$ cat src/rtl/gray_switch_decoder.sv
// ---------------------------------------------------------------------------
// gray_switch_decoder
//
// Registered Gray-to-binary decoder for board switches / rotary encoders.
// The asynchronous Gray input is synchronised, debounced, and every newly
// settled value is converted to binary and offered through a valid/ready
// handshake. Multi-bit jumps between settled values and values overwritten
// before delivery are flagged.
//
// Ports:
//   clk        system clock
//   rst        synchronous reset, active-high
//   gray_in    raw Gray-coded input, asynchronous to clk
//   bin_out    binary value of the last accepted Gray value
//   bin_valid  bin_out holds an undelivered value
//   bin_ready  consumer accepts bin_out when high together with bin_valid
//   stable     synchronised input matches the accepted value, nothing settling
//   gray_err   one-cycle pulse: accepted value jumped by more than one bit
//   overrun    sticky: an undelivered value was replaced (cleared by rst only)
// ---------------------------------------------------------------------------
module gray_switch_decoder #(
  parameter int WIDTH           = 4,
  parameter int SYNC_STAGES     = 2,
  parameter int DEBOUNCE_CYCLES = 16
) (
  input  logic             clk,
  input  logic             rst,
  input  logic [WIDTH-1:0] gray_in,
  output logic [WIDTH-1:0] bin_out,
  output logic             bin_valid,
  input  logic             bin_ready,
  output logic             stable,
  output logic             gray_err,
  output logic             overrun
);

  localparam int CNT_W = $clog2(DEBOUNCE_CYCLES + 1);
  localparam logic [CNT_W-1:0] CNT_MAX = CNT_W'(DEBOUNCE_CYCLES);

  typedef enum logic [1:0] {
    ST_STABLE = 2'd0,
    ST_SETTLE = 2'd1,
    ST_ACCEPT = 2'd2
  } state_t;

  function automatic logic [WIDTH-1:0] gray_to_bin(input logic [WIDTH-1:0] g);
    logic [WIDTH-1:0] b;
    b[WIDTH-1] = g[WIDTH-1];
    for (int i = WIDTH - 2; i >= 0; i--) begin
      b[i] = b[i+1] ^ g[i];
    end
    return b;
  endfunction

  function automatic int unsigned popcount(input logic [WIDTH-1:0] v);
    int unsigned n;
    n = 0;
    for (int i = 0; i < WIDTH; i++) begin
      n += {31'd0, v[i]};
    end
    return n;
  endfunction

  logic [WIDTH-1:0] sync_p [SYNC_STAGES];
  logic [WIDTH-1:0] sync;
  logic [WIDTH-1:0] candidate_q;
  logic [CNT_W-1:0] cnt_q;
  logic [WIDTH-1:0] accepted_q;
  logic             first_q;
  state_t           state_q;
  state_t           state_d;
  logic             accept;

  // Synchroniser stage boundary: gray_in -> sync
  always_ff @(posedge clk) begin
    if (rst) begin
      for (int i = 0; i < SYNC_STAGES; i++) begin
        sync_p[i] <= '0;
      end
    end else begin
      sync_p[0] <= gray_in;
      for (int i = 1; i < SYNC_STAGES; i++) begin
        sync_p[i] <= sync_p[i-1];
      end
    end
  end

  assign sync = sync_p[SYNC_STAGES-1];

  // Debounce stage boundary: any change restarts the count on the new candidate
  always_ff @(posedge clk) begin
    if (rst) begin
      candidate_q <= '0;
      cnt_q       <= '0;
    end else if (sync != candidate_q) begin
      candidate_q <= sync;
      cnt_q       <= '0;
    end else if (cnt_q != CNT_MAX) begin
      cnt_q <= cnt_q + CNT_W'(1);
    end
  end

  always_ff @(posedge clk) begin
    if (rst) begin
      state_q <= ST_SETTLE;
    end else begin
      state_q <= state_d;
    end
  end

  // A settle that lands back on the old value is silent, except right after
  // reset where the first settled value is always delivered (even if 0).
  always_comb begin
    state_d = state_q;
    case (state_q)
      ST_STABLE: begin
        if (sync != accepted_q) state_d = ST_SETTLE;
      end
      ST_SETTLE: begin
        if (cnt_q == CNT_MAX) begin
          if ((candidate_q != accepted_q) || first_q) state_d = ST_ACCEPT;
          else                                        state_d = ST_STABLE;
        end
      end
      ST_ACCEPT: state_d = ST_STABLE;
      default:   state_d = ST_SETTLE;
    endcase
  end

  assign accept = (state_q == ST_ACCEPT);
  assign stable = (state_q == ST_STABLE);

  // Output stage boundary: conversion, handshake and error flags
  always_ff @(posedge clk) begin
    if (rst) begin
      accepted_q <= '0;
      first_q    <= 1'b1;
      bin_out    <= '0;
      bin_valid  <= 1'b0;
      gray_err   <= 1'b0;
      overrun    <= 1'b0;
    end else begin
      gray_err <= 1'b0;
      if (accept) begin
        accepted_q <= candidate_q;
        first_q    <= 1'b0;
        bin_out    <= gray_to_bin(candidate_q);
        bin_valid  <= 1'b1;
        gray_err   <= (popcount(candidate_q ^ accepted_q) > 1) && !first_q;
        // Loading alongside a completed handshake is not an overrun.
        if (bin_valid && !bin_ready) overrun <= 1'b1;
      end else if (bin_valid && bin_ready) begin
        bin_valid <= 1'b0;
      end
    end
  end

endmodule

$ cat config.mk
export PLATFORM = sky130hd
export DESIGN_NAME = gray_switch_decoder
export DESIGN_NICKNAME = d
export VERILOG_FILES = /design/src/rtl/gray_switch_decoder.sv
export SDC_FILE = /design/constraint.sdc
export NUM_CORES = 1
export LEC_CHECK = 0
export BUFFER_PORTS_ARGS = -buffer_cell sky130_fd_sc_hd__buf_4
export CAP_MARGIN = 10
export CORE_ASPECT_RATIO = 0.75
export CORE_UTILIZATION = 50
export DETAILED_ROUTE_END_ITERATION = 7
export HOLD_SLACK_MARGIN = 0.05
export PLACE_DENSITY = 0.73
export RECOVER_POWER = 50
export SKIP_LAST_GASP = 1
export SLEW_MARGIN = 20
export SYNTH_ARGS = -nofsm -noshare
export SYNTH_HDL_FRONTEND = slang
export SYNTH_SLANG_ARGS = --single-unit
$ cat constraint.sdc
create_clock -name clk -period 1.45 [get_ports clk]
set_input_delay 0.145 -clock clk [delete_from_list [all_inputs] [get_ports clk]]
set_output_delay 0.145 -clock clk [all_outputs]
set_load 0.02 [all_outputs]
==> results of run 1 <==
## sequential cells by signal, indices dropped and copies added, names as in the netlist
| register | cells |
|---|---|
| bin_valid | 1 |
| overrun | 1 |
| sync_p | 8 |
| gray_err | 1 |
| candidate_q | 4 |
| accepted_q | 3 |
| cnt_q | 5 |
| state_q | 2 |
| first_q | 1 |
| bin_out | 4 |
## cells in the final DEF, fill, tap and decap left out, drive strengths merged
cell / instances
a2bb2oi: 1
xor2: 8
a21oi: 4
or2: 1
a21o: 1
fa: 1
nand2b: 2
buf: 17
mux2i: 7
nor3: 2
a32oi: 1
xnor2: 7
dlygate4sd3: 4
ha: 6
nand3: 2
nor4: 1
inv: 12
o211ai: 1
clkbuf: 15
nor2b: 12
a211oi: 2
dfxtp: 30
nand4: 1
a222oi: 1
nand3b: 3
nor2: 19
## where the power goes
part           switching [mW]  leakage [nW]  internal, mW
combinational           0.193         0.372         0.183
sequential             0.0358         0.246         0.876
clock                   0.258        0.0302         0.218
total                   0.486         0.648          1.28
## worst min-delay path, delay by kind of cell
family,cells,cell delay (ns)
and+or+nand+nor,3,0.18
buffers and inverters,1,0.08
## synth_stat cells (all sizes together)
cell type,number,area share
dfxtp,30,0.47
nor2,19,0.056
inv,12,0.036
nor2b,12,0.059
xor2,8,0.055
mux2i,7,0.055
xnor2,7,0.048
ha,6,0.059
a21oi,4,0.016
clkbuf,3,0.0089
nand3b,3,0.018
a211oi,2,0.016
buf,2,0.0099
nand2b,2,0.0099
nand3,2,0.0079
nor3,2,0.0079
a21o,1,0.0059
a222oi,1,0.0079
a2bb2oi,1,0.0069
a32oi,1,0.0069
fa,1,0.016
nand4,1,0.0049
nor4,1,0.0049
o211ai,1,0.0059
or2,1,0.0049
## cell type report
type	instances	share of cell area
timing repair buffer	30	0.136
inverter	12	0.0283
tap	34	0.0267
clock buffer	6	0.0322
sequential	30	0.379
multi-input combinational	83	0.398
## routing by layer
metal	global-route usage	up-vias	routed length [um]
met1	0.228	439	1040
met3	0.0597	7	102
li1	-	478	-
met5	0	-	0
met2	0.305	20	1090
met4	0.116	0	47
## worst min path at each step
| stage | to | slack (ns) | cells after the start |
|---|---|---|---|
| final | bin_valid$_SDFFE_PP0P_ | 0.12 | 4 |
| after global routing | bin_valid$_SDFFE_PP0P_ | 0.15 | 4 |
| after CTS | bin_valid$_SDFFE_PP0P_ | 0.11 | 4 |
| after detailed placement | sync_p[0][2]$_SDFF_PP0_ | 0.37 | 2 |
| after global placement | sync_p[0][2]$_SDFF_PP0_ | 0.36 | 2 |
| after floorplan | sync_p[0][0]$_SDFF_PP0_ | 0.27 | 1 |
## kinds of logic after synthesis
| group | count (synthesis) | synth area share |
|---|---|---|
| mux | 7 | 0.0552 |
| fa+ha+maj | 7 | 0.0749 |
| flops | 30 | 0.473 |
| simple gates | 43 | 0.174 |
| xor+xnor | 15 | 0.104 |
| compound gates | 11 | 0.0651 |
| buf+inv | 17 | 0.0542 |
## what timing repair did
item	4_1_cts	5_1_grt
endpoints found under the setup margin	3	8
buffers inserted	0	1
resized for setup	3	7
hold buffers	4	0
pin swaps	0	3
hold endpoints to repair	4	0
==> results.sh, run 1 <==
export IMPL_run_status="finished, final reports clean"
export IMPL_critical_path_max_stage_delay_ns=0.53
export IMPL_yosys_warnings=0
export IMPL_multi_input_area_um2=634
export IMPL_preCtsSetupSlack_ns=-0.0312
export IMPL_drt_antenna_violating_nets=0
export IMPL_power_mw=1.76
export IMPL_antenna_found_initial=0
export IMPL_portBuffers=14
export IMPL_clk_path_buf_depth=2
export IMPL_n_antenna_cell=0
export IMPL_vias=944
export IMPL_fp_coreArea_um2=2350
export IMPL_ys_ff_latch=30
export IMPL_drtIter0Drc=21
export IMPL_clock_skew_ns=0.00637
export IMPL_timing_hold_ws_ns=0.121
export IMPL_cts_htree_levels=2
export IMPL_register_area_um2=604
export IMPL_area_growth_pct=25.6
export IMPL_placed_area_um2=1480
export IMPL_die_h_um=45.6
export IMPL_die_area_um2=2750
export IMPL_cts_tree="done"
export IMPL_cts_sinks=30
export IMPL_track_usage=0.192
export IMPL_numCtsBuffers=5
export IMPL_die_x_um=60.2
export IMPL_worstPathMaxFanout=2
export IMPL_leakagePower_nw=0.648
export IMPL_cp_depth=5
export IMPL_endpoint_kind="flop"
export IMPL_wl_per_cell_um=11.7
export IMPL_firstDrtPassIters=4
export IMPL_fmax_ghz=0.694
export IMPL_rsz0062_at_grt="true"
export IMPL_period_needed_ns=1.44
export IMPL_crit_start="accepted_q[0]$_SDFFE_PP0P_"
export IMPL_finalWorstSetupSlack_ns=0.00973
export IMPL_avgSynthCellArea_um2=9.76
export IMPL_relSlewSlack=0.811
export IMPL_clk_pin_slew_worst_paths_ns=0.08
export IMPL_critPathSlowestCell="fa_1"
export IMPL_worstPathRequired_ns=1.68
export IMPL_drive_above_1_share=0.230
export IMPL_cp_start_kind="flop"
export IMPL_initial_core_util=0.541
export IMPL_rows=15
export IMPL_max_cap_viol_count=0
export IMPL_r2r_end="gray_err$_SDFF_PP0_"
export IMPL_timing_final_hold_violations=0
export IMPL_path_buf_inv=0
export IMPL_gr_total_overflow=0
export IMPL_crit_arrival_ns=1.67
export IMPL_via_per_inst=4.84
export IMPL_path_cells="xor2_2, fa_1, nor2b_1, nor2_1, nor4_1"
export IMPL_tightest_slew_ns=0.281
export IMPL_drc_errors=0
export IMPL_gp_congestion=0.684
export IMPL_finalCoreUtilization=0.679
export IMPL_ir_drop_mv=0.617
export IMPL_clk_latency_ns=0.32
export IMPL_min_period_over_period=0.993
export IMPL_path_delay_family="adder cells"
export IMPL_reg2reg_depth=5
export IMPL_grt_max_degree=28
export IMPL_p_per_area_nw_per_um2=1110
export IMPL_tns_ns=0
export IMPL_setup_viol=0
export IMPL_stdcell_area_um2=1590
export IMPL_grt_pass1_wl_um=3670
export IMPL_nNetsFinal=176
export IMPL_rrSetupSlack_ns=0.01
export IMPL_wl_um=2270
export IMPL_hold_path_class="input port to flop"
export IMPL_place_inst=184
export IMPL_dp_hpwl_um=1610
export IMPL_syn_nets=144
export IMPL_critical_path_class="flop to flop"
export IMPL_fin_cells=195
export IMPL_synthCells=130
export IMPL_synth_area_um2=1270
export IMPL_grt_pass1_vias=894
export IMPL_final_fill_count=200
export IMPL_yosysSeqAreaShare=0.473
export IMPL_yosysUniqueCellTypes=27
export IMPL_final_max_slew_violation_count=0
export IMPL_r2r_start="accepted_q[0]$_SDFFE_PP0P_"
export IMPL_endpoint="gray_err$_SDFF_PP0_"
export IMPL_min_from="bin_ready"
export IMPL_cts_root_buffer="clkbuf_4"
export IMPL_ioPinCount=15
Power figures use the tool's default switching activity.
==> run 2: changes to the inputs <==
Clock period 1.45 ns to 1.2 ns, I/O delays scaled along.
==> run 2 against run 1 <==
Net effect: the flow now finishes with violations (negative setup slack); register-to-register slack got worse by 0.33 ns; worst setup slack got worse by 0.33 ns; flip-flop and latch count did not move; core utilization rose by 7.3 points; critical path depth unchanged; largest cell class unchanged; global-route usage up 2.2 points; worst hold slack worse by 0.056 ns; highest routed layer unchanged.
==> results.sh, run 2 (synthesis results as in run 1) <==
export IMPL_run_status="complete, but fails checks"
export IMPL_violations="negative setup slack"
export IMPL_ioPinCount=15
export IMPL_drtIter0Drc=23
export IMPL_min_period_over_period=1.27
export IMPL_power_mw=2.29
export IMPL_p_per_area_nw_per_um2=1300
export IMPL_relSlewSlack=0.820
export IMPL_initial_core_util=0.541
export IMPL_worstPathRequired_ns=1.44
export IMPL_endpoint_kind="flop"
export IMPL_hold_path_class="input port to flop"
export IMPL_critical_path_class="flop to flop"
export IMPL_rsz0062_at_grt="true"
export IMPL_largest_reg_flops=8
export IMPL_wl_per_cell_um=12.5
export IMPL_grt_pass1_wl_um=4050
export IMPL_tightest_slew_ns=0.267
export IMPL_clock_skew_ns=0.00472
export IMPL_area_growth_pct=39.1
export IMPL_drc_errors=0
export IMPL_numCtsBuffers=5
export IMPL_portBuffers=14
export IMPL_grt_pass1_vias=930
export IMPL_final_max_slew_violation_count=0
export IMPL_via_per_inst=4.78
export IMPL_fmax_ghz=0.657
export IMPL_firstDrtPassIters=5
export IMPL_endpoint="gray_err$_SDFF_PP0_"
export IMPL_clk_path_buf_depth=2
export IMPL_finalCoreUtilization=0.752
export IMPL_cts_sinks=30
export IMPL_regMostFlops="sync_p"
export IMPL_wl_um=2570
export IMPL_period_needed_ns=1.52
export IMPL_r2r_start="accepted_q[0]$_SDFFE_PP0P_"
export IMPL_place_inst=191
export IMPL_cp_start_kind="flop"
export IMPL_worstPathMaxFanout=2
export IMPL_ir_drop_mv=0.785
export IMPL_r2r_end="gray_err$_SDFF_PP0_"
export IMPL_mostFrequentLayoutCell="buf_4"
export IMPL_die_h_um=45.6
export IMPL_tns_ns=-1.14
export IMPL_dp_hpwl_um=1720
export IMPL_finalWorstSetupSlack_ns=-0.322
export IMPL_max_cap_viol_count=0
export IMPL_grt_max_degree=18
export IMPL_drt_antenna_violating_nets=0
export IMPL_cts_tree="done"
export IMPL_nNetsFinal=185
export IMPL_rrSetupSlack_ns=-0.32
export IMPL_fin_cells=206
export IMPL_vias=985
export IMPL_fp_coreArea_um2=2350
export IMPL_die_area_um2=2750
export IMPL_gr_total_overflow=0
export IMPL_clk_pin_slew_worst_paths_ns=0.09
export IMPL_crit_start="accepted_q[0]$_SDFFE_PP0P_"
export IMPL_antenna_found_initial=0
export IMPL_cts_root_buffer="clkbuf_4"
export IMPL_drive_above_1_share=0.372
export IMPL_crit_arrival_ns=1.76
export IMPL_cts_htree_levels=2
export IMPL_die_x_um=60.2
export IMPL_reg_top3="sync_p x8, cnt_q x5"
export IMPL_rows=15
export IMPL_mostFrequentLayoutCells="buf_4, dfxtp_1, nor2_1, nor2b_1, clkbuf_4"
export IMPL_reg2reg_depth=5
export IMPL_clk_latency_ns=0.33
export IMPL_setup_viol=8
export IMPL_gp_congestion=0.780
export IMPL_leakagePower_nw=0.734
export IMPL_timing_final_hold_violations=0
export IMPL_track_usage=0.214
export IMPL_n_antenna_cell=0
-- run 2: area by class of cell --
| type | count | area, um^2 |
|---|---|---|
| inverters | 12 | 45.0 |
| fillers | 161 | 582 |
| clock buffers | 7 | 55.1 |
| multi-input cells | 83 | 682 |
| clock inverters | 1 | 5.00 |
| well taps | 34 | 42.5 |
| repair buffers | 39 | 323 |
| flip-flops and latches | 30 | 612 |
-- run 2: repair_timing --
action / CTS / global route
endpoints found under the hold margin: 4 / 0
hold buffers: 4 / 0
gates cloned: 0 / 0
pin swaps: 6 / 8
buffers inserted: 2 / 1
gates resized for setup: 15 / 8
setup endpoints to repair: 11 / 12
-- run 2: per-layer routing --
metal	wire, um	share of wire	global-route usage	vias up
li1	-	-	-	504
met1	1160	0.45	0.245	461
met4	23	0.0090	0.0837	0
met3	108	0.042	0.0938	4
met2	1280	0.50	0.354	16
met5	0	0	0	-
-- run 2: how the worst min path moves through the flow --
stage,startpoint,endpoint,slack (ns),cells after the start
final,bin_ready,bin_valid$_SDFFE_PP0P_,0.06,4
after global routing,rst,bin_out[0]$_SDFFE_PP0P_,0.09,2
after CTS,bin_ready,bin_valid$_SDFFE_PP0P_,0.05,4
after detailed placement,gray_in[3],sync_p[0][3]$_SDFF_PP0_,0.34,2
after global placement,gray_in[3],sync_p[0][3]$_SDFF_PP0_,0.33,2
after floorplan,gray_in[0],sync_p[0][0]$_SDFF_PP0_,0.25,1
-- run 2: worst max-delay path: stages, from the launching register on --
cell	delay, ns
dfxtp_2	0.34
xor2_2	0.19
fa_1	0.54
nor2b_1	0.13
nor2_1	0.05
nor4_1	0.18
-- run 2: stage by stage --
| stage | instance area (um^2) | hold WS [ns] | worst slack (ns) |
|---|---|---|---|
| 4_1_cts | 1730 | 0.0535 | -0.338 |
| 3_3_place_gp | 1570 | 0.331 | -0.200 |
| 2_1_floorplan | 1300 | 0.248 | -0.192 |
| 3_5_place_dp | 1570 | 0.338 | -0.318 |
| 6_report | 1760 | 0.0649 | -0.322 |
| 5_1_grt | 1760 | 0.0918 | -0.419 |
-- run 2: power breakdown --
group / switching, mW / internal, mW
sequential: 0.0393 / 1.07
combinational: 0.269 / 0.298
clock: 0.339 / 0.283
total: 0.647 / 1.65
